File: src/rtl/serial_right_loader.sv
// rtl/serial_right_loader.sv - LSB-first parallel-to-serial loader feeding serial_right
// Optional even-parity trailer bit: define SERIAL_RIGHT_LOADER_PARITY_EN.
module serial_right_loader #(
    parameter int   WIDTH      = 8,
    parameter logic IDLE_LEVEL = 1'b0
) (
    input  logic             clk,
    input  logic             rst,
    input  logic             load_valid,
    input  logic [WIDTH-1:0] load_data,
    output logic             load_ready,
    output logic             out,
    output logic             out_valid,
    output logic             last,
    output logic             busy
);

    localparam int CW = $clog2(WIDTH + 1);

`ifdef SERIAL_RIGHT_LOADER_PARITY_EN
    typedef enum logic [1:0] {IDLE, SHIFT, PARITY} state_t;
    logic par;
`else
    typedef enum logic [1:0] {IDLE, SHIFT} state_t;
`endif

    state_t           state;
    state_t           state_next;
    logic [WIDTH-1:0] sr;
    logic [CW-1:0]    count;
    logic             final_bit;
    logic             accept;

    // final_bit marks the cycle whose bit closes the frame; a new word may load then
    always_comb begin
        final_bit  = 1'b0;
`ifdef SERIAL_RIGHT_LOADER_PARITY_EN
        final_bit  = (state == PARITY);
`else
        final_bit  = (state == SHIFT) && (count == CW'(WIDTH - 1));
`endif
        load_ready = rst && ((state == IDLE) || final_bit);
        accept     = load_valid && load_ready;
        state_next = state;
        case (state)
            IDLE: begin
                if (accept) state_next = SHIFT;
            end
            SHIFT: begin
`ifdef SERIAL_RIGHT_LOADER_PARITY_EN
                if (count == CW'(WIDTH - 1)) state_next = PARITY;
`else
                if (final_bit) state_next = accept ? SHIFT : IDLE;
`endif
            end
`ifdef SERIAL_RIGHT_LOADER_PARITY_EN
            PARITY: begin
                state_next = accept ? SHIFT : IDLE;
            end
`endif
            default: state_next = IDLE;
        endcase
    end

    always_ff @(posedge clk) begin
        if (!rst) begin
            state     <= IDLE;
            sr        <= '0;
            count     <= '0;
            out       <= IDLE_LEVEL;
            out_valid <= 1'b0;
            last      <= 1'b0;
            busy      <= 1'b0;
`ifdef SERIAL_RIGHT_LOADER_PARITY_EN
            par       <= 1'b0;
`endif
        end else begin
            state <= state_next;
            if (accept) begin
                sr        <= load_data;
                count     <= '0;
                out       <= load_data[0];
                out_valid <= 1'b1;
                last      <= 1'b0;
                busy      <= 1'b1;
`ifdef SERIAL_RIGHT_LOADER_PARITY_EN
                par       <= ^load_data;
`endif
            end else if (state_next == IDLE) begin
                sr        <= '0;
                count     <= '0;
                out       <= IDLE_LEVEL;
                out_valid <= 1'b0;
                last      <= 1'b0;
                busy      <= 1'b0;
`ifdef SERIAL_RIGHT_LOADER_PARITY_EN
            end else if (state_next == PARITY) begin
                out  <= par;
                last <= 1'b1;
`endif
            end else if (state == SHIFT) begin
                sr    <= sr >> 1;
                out   <= sr[1];
                count <= count + CW'(1);
`ifdef SERIAL_RIGHT_LOADER_PARITY_EN
                last  <= 1'b0;
`else
                last  <= (count == CW'(WIDTH - 2));
`endif
            end
        end
    end

endmodule

File: config.mk
export PLATFORM = sky130hd
export DESIGN_NAME = serial_right_loader
export DESIGN_NICKNAME = d
export VERILOG_FILES = /design/src/rtl/serial_right_loader.sv
export SDC_FILE = /design/constraint.sdc
export NUM_CORES = 1
export LEC_CHECK = 0
export BUFFER_PORTS_ARGS = -buffer_cell sky130_fd_sc_hd__buf_4
export CAP_MARGIN = 20
export CORE_MARGIN = 5
export CORE_UTILIZATION = 49
export CTS_CLUSTER_SIZE = 12
export DETAILED_ROUTE_END_ITERATION = 16
export GPL_TIMING_DRIVEN = 1
export HOLD_SLACK_MARGIN = 0.06
export PLACE_DENSITY = 0.74
export SETUP_SLACK_MARGIN = 0.5
export SLEW_MARGIN = 30
export SYNTH_ARGS = -nofsm -noshare
export SYNTH_HDL_FRONTEND = slang
export SYNTH_SLANG_ARGS = --single-unit
File: constraint.sdc
create_clock -name clk -period 1.55 [get_ports clk]
set_input_delay 0.2325 -clock clk [delete_from_list [all_inputs] [get_ports clk]]
set_output_delay 0.2325 -clock clk [all_outputs]
set_load 0.01 [all_outputs]
==> results of run 1 <==
where the power goes:
part,internal [mW],switching (mW)
Clock,0.143,0.125
Sequential,0.418,0.00432
Combinational,0.0428,0.0375
worst max-delay path: cells and delay by family (launching register included):
family | cells | cell delay [ps]
adders and majority gates | 1 | 140
buffers and inverters | 1 | 100
DFF | 1 | 370
and+or+nand+nor | 3 | 310
routing by layer:
layer  routed length [µm]  vias to the layer above  share of wire (%)
met5                    0                        -                  0
met4                   10                        0               0.80
met3                   82                        2                6.5
met2                  590                       11                 47
met1                  568                      257                 45
li1                     -                      290                  -
cell families after synthesis:
| logic type | share of synthesized area, % |
|---|---|
| AOI/OAI and AO/OA | 8.11 |
| xor gates and xnor gates | 2.70 |
| adders and majority gates | 3.86 |
| buffers and inverters | 6.76 |
| DFF | 49.4 |
| other | 0.579 |
| and+or+nand+nor | 28.6 |
area by class of cell:
cell class              count  area, µm²
well taps                  15       18.8
flip-flops and latches     16        329
clock buffers               4       36.3
repair buffers             25        203
multi-input cells          44        338
inverters                   2       7.51
fillers                    92        337
state kept, by name (all words and copies together), names as in the netlist:
signal,flops
sr,8
busy,1
state,2
count,4
last,1
final timing paths:
path	from	to	slack (ps)	cells after the start
min	load_data[7]	sr[7]	190	3
min reg2reg	sr[1]	sr[0]	450	2
max	count[0]	load_ready	110	5
max reg2reg	count[0]	busy	270	6
metrics by stage:
step	hold slack [ps]	cell area, µm²	util (%)
after floorplan	360	671	-
after global placement	450	781	61.5
after detailed placement	449	781	61.5
after CTS	190	846	66.7
after global routing	185	932	73.5
final	192	932	73.5
cell usage in the layout, fill, tap and decap left out, drive strengths merged, types with 4 or more instances in the layout:
master / instances
nor3: 4
clkbuf: 4
dfxtp: 16
nand4: 8
nand3: 8
buf: 25
o21ai: 7
what timing repair did:
action | in CTS | in global routing
hold buffers | 0 | 0
setup endpoints to repair | 10 | 18
setup buffers | 3 | 4
cloned | 0 | 1
resized for setup | 9 | 13
pin swaps | 3 | 10
==> impl_metrics.yaml, run 1 <==
clocking:
  clk_pin_slew_ps: 90
  clk_latency_ps: 290
  tritoncts: "done"
  clock-sinks: 16
  h-tree-depth: 1
  numCtsBuffers: 3
  cts_buffer_depth: 2
  ctsRootBufferMaster: "clkbuf_4"
pwr:
  p_per_area_nw_per_um2: 827
  total_power_mw: 0.771
  p_leak_nw: 0.429
  ir_worst_vdd_mv: 0.603
synth:
  synth_nets: 81
  synth_edf_count: 0
  yosysTopAreaCell: "dfxtp_1"
  syn_area_um2: 648
  yosysWarnings: 0
  synth_top_area_share_pct: 49.4
  synth_common_cells: "dfxtp_1 (16), nand3_1 (8), nand4_1 (8)"
  postSynthAreaPerCell_um2: 9.53
  yosysSeqAreaShare_pct: 49.4
  async_flop_share_pct: 0
  synth_seq_cells: 16
  yosysUniqueCellTypes: 24
  synthTopCellsByArea: "dfxtp_1 (49%), nand4_1 (7.7%), nand3_1 (6.2%), o21ai_0 (5.4%), ha_1 (3.9%)"
  synth_cells: 68
  ys.flop_type: "dfxtp_1"
  yosysMostFrequentCell: "dfxtp_1"
floorplan:
  die_width_um: 46.4
  fp.coreArea_um2: 1270
  initial_utilization_pct: 51.1
  rows: 13
  die_h_um: 46.4
  io_pins: 16
  die-area_um2: 2150
sta:
  period_share_pct: 93.0
  clock.fmax_ghz: 0.694
  hold_viol_final: 0
  fin_ws_ps: 109
  report.final.slew_viol_count: 0
  fin_skew_ps: 0.499
  rsz0062_at_grt: "yes"
  setup_violations: 0
  fin_crit_ps: 1440
  setup-tns-final_ps: 0
finish:
  antenna_cells: 0
  syn2layout_area_growth_pct: 43.8
  drive_gt1_share_pct: 47.3
  fin_nets: 105
  instances_no_fill: 106
global_routing:
  grt_usage_pct: 13.7
  grt.overflow.total: 0
  grt_pass1_wl_um: 2080
  grt_start_max_net_pins: 18
  use_met3_pct: 6.25
  grtUsageMet2_pct: 21.4
  met1_usage_pct: 16.4
  antenna_found_initial: 0
  grt-busiest-layer: "met2"
  first_global_vias: 504
worst_setup_path:
  cpMaxStageDelayCell: "dfxtp_4"
  cp-start-kind: "register"
  critical_path.cell_chain: "ha_4, nand3b_4, and2_4, nor2_4, buf_6"
  crit_type: "register to primary output"
  cpPeakStageDelay_ps: 370
  cp_max_fo: 3
  arrival_ps: 1210
  required_ps: 1320
  cp-end-kind: "primary output"
routing:
  drt-pass1-iter-count: 4
  drt_iter0_markers: 8
  drc_errors: 0
  vias_per_cell: 5.28
  avgRoutedWirePerCell_um: 11.8
  vias: 560
  wirelength_um: 1250
  drtAntennaViolNets: 0
place:
  portBuffers: 15
  dpl.cell_count: 94
  gp_congestion: 0.706
  place_ws_ps: 269
  post-dp-hpwl_um: 835
job:
  maxCapViolCount: 0
outcome:
  status: "finished clean"
min_path:
  hp-class: "input pin to register"
(Power assumes the default switching activity.)
==> inputs of run 2 (changes only) <==
PLACE_DENSITY = unset   (was 0.74)
PLACE_DENSITY_LB_ADDON = 0.1   (was unset)
SKIP_CTS_REPAIR_TIMING = 1   (was unset)
==> run 2 against run 1 <==
Effect of this change: global-route usage is 0.52 points lower; first-iteration DRC count unchanged; largest cell class unchanged; critical endpoint unchanged; register-to-register slack got worse by 40 ps.
==> impl_metrics.yaml, run 2 (synthesized netlist as in run 1, its figures left out) <==
place:
  gp_congestion: 0.813
  portBuffers: 15
  place_ws_ps: 259
  post-dp-hpwl_um: 870
finish:
  reg_top3: "sr (8), count (4), state (2)"
  fin_nets: 102
  drive_gt1_share_pct: 47.1
  mostFrequentLayoutCells: "buf_4 (20), dfxtp_1 (13), nand3_1 (8), nand4_1 (8), o21ai_2 (7)"
  largest_reg_flops: 8
  regMostFlops: "sr"
  syn2layout_area_growth_pct: 36.3
  antenna_cells: 0
  nFillCells: 107
  layout_commonest_cell: "buf_4"
global_routing:
  grt_pass1_wl_um: 1980
  first_global_vias: 466
  grt_usage_pct: 13.2
  grt_start_max_net_pins: 18
  antenna_found_initial: 0
  grt.overflow.total: 0
routing:
  drc_errors: 0
  drtAntennaViolNets: 0
  avgRoutedWirePerCell_um: 13.2
  vias_per_cell: 5.69
  vias: 580
  wirelength_um: 1350
  drt-pass1-iter-count: 4
  drt_iter0_markers: 8
clocking:
  clock-sinks: 16
  h-tree-depth: 1
  clk_latency_ps: 280
  numCtsBuffers: 3
  ctsRootBufferMaster: "clkbuf_4"
  clk_pin_slew_ps: 80
  cts_buffer_depth: 2
  tritoncts: "done"
sta:
  rsz0062_at_grt: "yes"
  clock.fmax_ghz: 0.671
  hold_viol_final: 0
  fin_crit_ps: 1490
  period_share_pct: 96.2
  fin_ws_ps: 59.7
  fin_skew_ps: 2.76
  timing.hold.ws_ps: 183
  setup_violations: 0
  report.final.slew_viol_count: 0
floorplan:
  fp.coreArea_um2: 1270
  io_pins: 16
  die-area_um2: 2150
  die_h_um: 46.4
  initial_utilization_pct: 51.1
  rows: 13
  die_width_um: 46.4
worst_setup_path:
  cpMaxStageDelayCell: "dfxtp_4"
  cp_max_fo: 4
  worst-path-buf-inv: 1
  crit_family: "flip-flops"
  cp-end-kind: "primary output"
  critical_path.cell_chain: "ha_4, nand3b_4, and2_4, nor2_4, buf_6"
  crit_type: "register to primary output"
  cp-start-kind: "register"
  required_ps: 1320
  arrival_ps: 1260
  cpPeakStageDelay_ps: 380
outcome:
  status: "finished clean"
pwr:
  p_leak_nw: 0.407
  ir_worst_vdd_mv: 0.736
  p_per_area_nw_per_um2: 804
  total_power_mw: 0.710
min_path:
  hp-class: "input pin to register"
job:
  maxCapViolCount: 0
run 2: cell count changes in the layout (fill, tap and decap cells not counted):
cell,before,now
o21ai_2,5,7
nand2_1,2,1
nor4bb_4,1,0
o21ai_1,2,0
nor4bb_1,0,1
buf_4,21,20
nand2_2,0,1
clkbuf_8,1,0
buf_6,4,2
run 2: worst register-to-register path, delay by kind of cell, from the launching register on:
family          cells  cell delay [ps]
flops               1              380
simple gates        2              270
buf+inv             2              270
compound gates      1              190
fa+ha+maj           1              160
run 2: area by class of cell:
| class | instances | area (µm²) | share of cell area, % |
|---|---|---|---|
| Timing Repair Buffer | 22 | 173 | 19.5 |
| Inverter | 2 | 7.51 | 0.850 |
| Multi-Input combinational cell | 44 | 333 | 37.7 |
| Tap cell | 15 | 18.8 | 2.12 |
| Sequential cell | 16 | 329 | 37.3 |
| Clock buffer | 3 | 22.5 | 2.55 |
run 2: report_power, final:
| group | leakage (nW) | total [mW] | switching [mW] | internal [mW] |
|---|---|---|---|---|
| sequential | 0.132 | 0.422 | 0.00430 | 0.418 |
| clock | 0.0138 | 0.205 | 0.115 | 0.0900 |
| combinational | 0.261 | 0.0829 | 0.0397 | 0.0432 |
run 2: final timing paths:
| kind | end | cells after the start | startpoint | slack, ps |
|---|---|---|---|---|
| max | load_ready | 5 | count[0] | 60 |
| max reg2reg | busy | 6 | count[0] | 230 |
| min | sr[7] | 3 | load_data[7] | 180 |
| min reg2reg | count[0] | 1 | count[0] | 460 |
run 2: per-stage QoR:
step                      std cells  util, %  TNS, ps  instance area [µm²]
after floorplan                  68        -        0                  671
after CTS                        97     63.3    -64.2                  803
after global placement           94     61.5        0                  781
after detailed placement         94     61.5        0                  781
after global routing            102     69.6    -8.54                  883
final                           102     69.6        0                  883
run 2: metal layers:
layer	up-vias	GRT usage [%]	part of all wire, %
met1	267	16.0	41
met5	-	0	0
met2	28	19.8	48
li1	283	-	-
met4	0	5.11	0.97
met3	2	6.64	10
==> inputs of run 3 (changes only) <==
ABC_AREA = 0   (was unset)
CTS_BUF_LIST = sky130_fd_sc_hd__clkbuf_16   (was unset)
==> run 3 against run 2 <==
Effect of this change: global-route usage is 0.97 points higher; register-to-register slack hardly changed; via count is 1.9% lower; cell area is 4.2% higher; sequential cell count stayed put; clock power is 140% higher; setup slack worse by 7.6 ps; final cell count stayed put.
==> impl_metrics.yaml, run 3 (synthesized netlist as in run 1, its figures left out) <==
worst_setup_path:
  reg2reg_from: "count[0]"
  required_ps: 1320
  cp_max_fo: 7
  cp-start-kind: "register"
  arrival_ps: 1270
  cp-end-kind: "primary output"
  critical_path.cell_chain: "ha_4, nand3b_4, and2_4, nor2_4, buf_6"
  crit_type: "register to primary output"
  reg2reg_depth: 5
  cpMaxStageDelayCell: "dfxtp_4"
  r2r_end: "busy"
  cpPeakStageDelay_ps: 360
  r2r_setup_slack_ps: 240
routing:
  wirelength_um: 1350
  drt-pass1-iter-count: 4
  drt_iter0_markers: 10
  avgRoutedWirePerCell_um: 13.2
  drtAntennaViolNets: 0
  vias_per_cell: 5.58
  drc_errors: 0
  vias: 569
place:
  gp_congestion: 0.813
  post-dp-hpwl_um: 870
  post_dp_cell_area_um2: 781
  portBuffers: 15
  place_ws_ps: 259
pwr:
  ir_worst_vdd_mv: 0.805
  p_per_area_nw_per_um2: 1070
  p_clk_share_pct: 49.2
  netSwitchingFraction_pct: 19.0
  p_int_mw: 0.795
  p_comb_share_pct: 7.6
  pwr-share-seq_pct: 43.2
  power_switching_mw: 0.187
  p_leak_nw: 0.419
sta:
  hold_viol_final: 0
  rsz0062_at_grt: "yes"
  setup_violations: 0
  fin_ws_ps: 52.0
  report.final.slew_viol_count: 0
  period_share_pct: 96.6
  fin_skew_ps: 1.47
  clock.fmax_ghz: 0.668
  fin_crit_ps: 1500
global_routing:
  first_global_vias: 474
  grt_usage_pct: 14.2
  antenna_found_initial: 0
  grt_pass1_wl_um: 2040
  grt_start_max_net_pins: 18
  grt.overflow.total: 0
floorplan:
  rows: 13
  io_pins: 16
  die-area_um2: 2150
  fp.coreArea_um2: 1270
  initial_utilization_pct: 51.1
  die_h_um: 46.4
  die_width_um: 46.4
finish:
  fin_nets: 102
  multi_input_area_um2: 323
  final_cell_area_um2: 921
  mostFrequentLayoutCells: "buf_4 (21), dfxtp_1 (14), nand3_1 (8), nand4_1 (8), o21ai_0 (4)"
  regMostFlops: "sr"
  nFillCells: 94
  largest_reg_flops: 8
  seq_area_um2: 328
  layout_commonest_cell: "buf_4"
  antenna_cells: 0
  reg_top3: "sr (8), count (4), state (2)"
  drive_gt1_share_pct: 42.5
  syn2layout_area_growth_pct: 42.1
clocking:
  clock-sinks: 16
  ctsRootBufferMaster: "clkbuf_16"
  clk_latency_ps: 240
  clk_pin_slew_ps: 40
  tritoncts: "done"
  cts_buffer_depth: 2
  numCtsBuffers: 3
  h-tree-depth: 1
min_path:
  holdPathEnd: "sr[7]"
  worstHoldPathCells: 3
  hp-class: "input pin to register"
  worstHoldStart: "load_data[7]"
outcome:
  status: "finished clean"
job:
  maxCapViolCount: 0
[run 3: how the worst max path moves through the flow]
| stage | start | endpoint | slack (ps) | depth (start not counted) |
|---|---|---|---|---|
| after CTS | count[1] | load_ready | -4 | 5 |
| final | count[0] | load_ready | 50 | 5 |
| after global placement | count[1] | load_ready | 290 | 5 |
| after floorplan | count[1] | load_ready | 330 | 5 |
| after global routing | count[0] | load_ready | -5 | 5 |
| after detailed placement | count[1] | load_ready | 260 | 5 |
[run 3: power by group through the flow]
stage | Combinational (mW) | Sequential [mW] | Clock (mW)
after floorplan | 0.0370 | 0.435 | 0
after global placement | 0.0661 | 0.435 | 0
after detailed placement | 0.0675 | 0.435 | 0
after CTS | 0.0679 | 0.427 | 0.493
after global routing | 0.0810 | 0.424 | 0.515
final | 0.0744 | 0.424 | 0.483
[run 3: cell type report]
type	instances	area share, %
timing repair buffer	22	18.3
clock buffer	3	8.15
sequential	16	35.6
multi-input combinational	44	35.1
inverter	2	0.815
tap	15	2.04
[run 3: layer usage]
metal | track usage (%) | share of wire [%]
met3 | 6.64 | 8.0
met2 | 20.3 | 46
met5 | 0 | 0
met1 | 16.2 | 43
met4 | 10.2 | 2.3
[run 3: stage by stage]
step / util (%) / std cells / hold slack (ps) / TNS (ps) / power, mW
after detailed placement: 61.5 / 94 / 454 / 0 / 0.502
after CTS: 67.5 / 97 / 220 / -4.15 / 0.988
after global placement: 61.5 / 94 / 452 / 0 / 0.501
after global routing: 72.6 / 102 / 229 / -4.84 / 1.02
final: 72.6 / 102 / 225 / 0 / 0.981
after floorplan: - / 68 / 360 / 0 / 0.472
[run 3: critical path, delay by kind of cell (launching register included)]
kind | cells | cell delay [ps]
adder cells (fa/ha/maj) | 1 | 160
buffers and inverters | 1 | 100
flip-flops | 1 | 360
AND/OR/NAND/NOR | 3 | 400
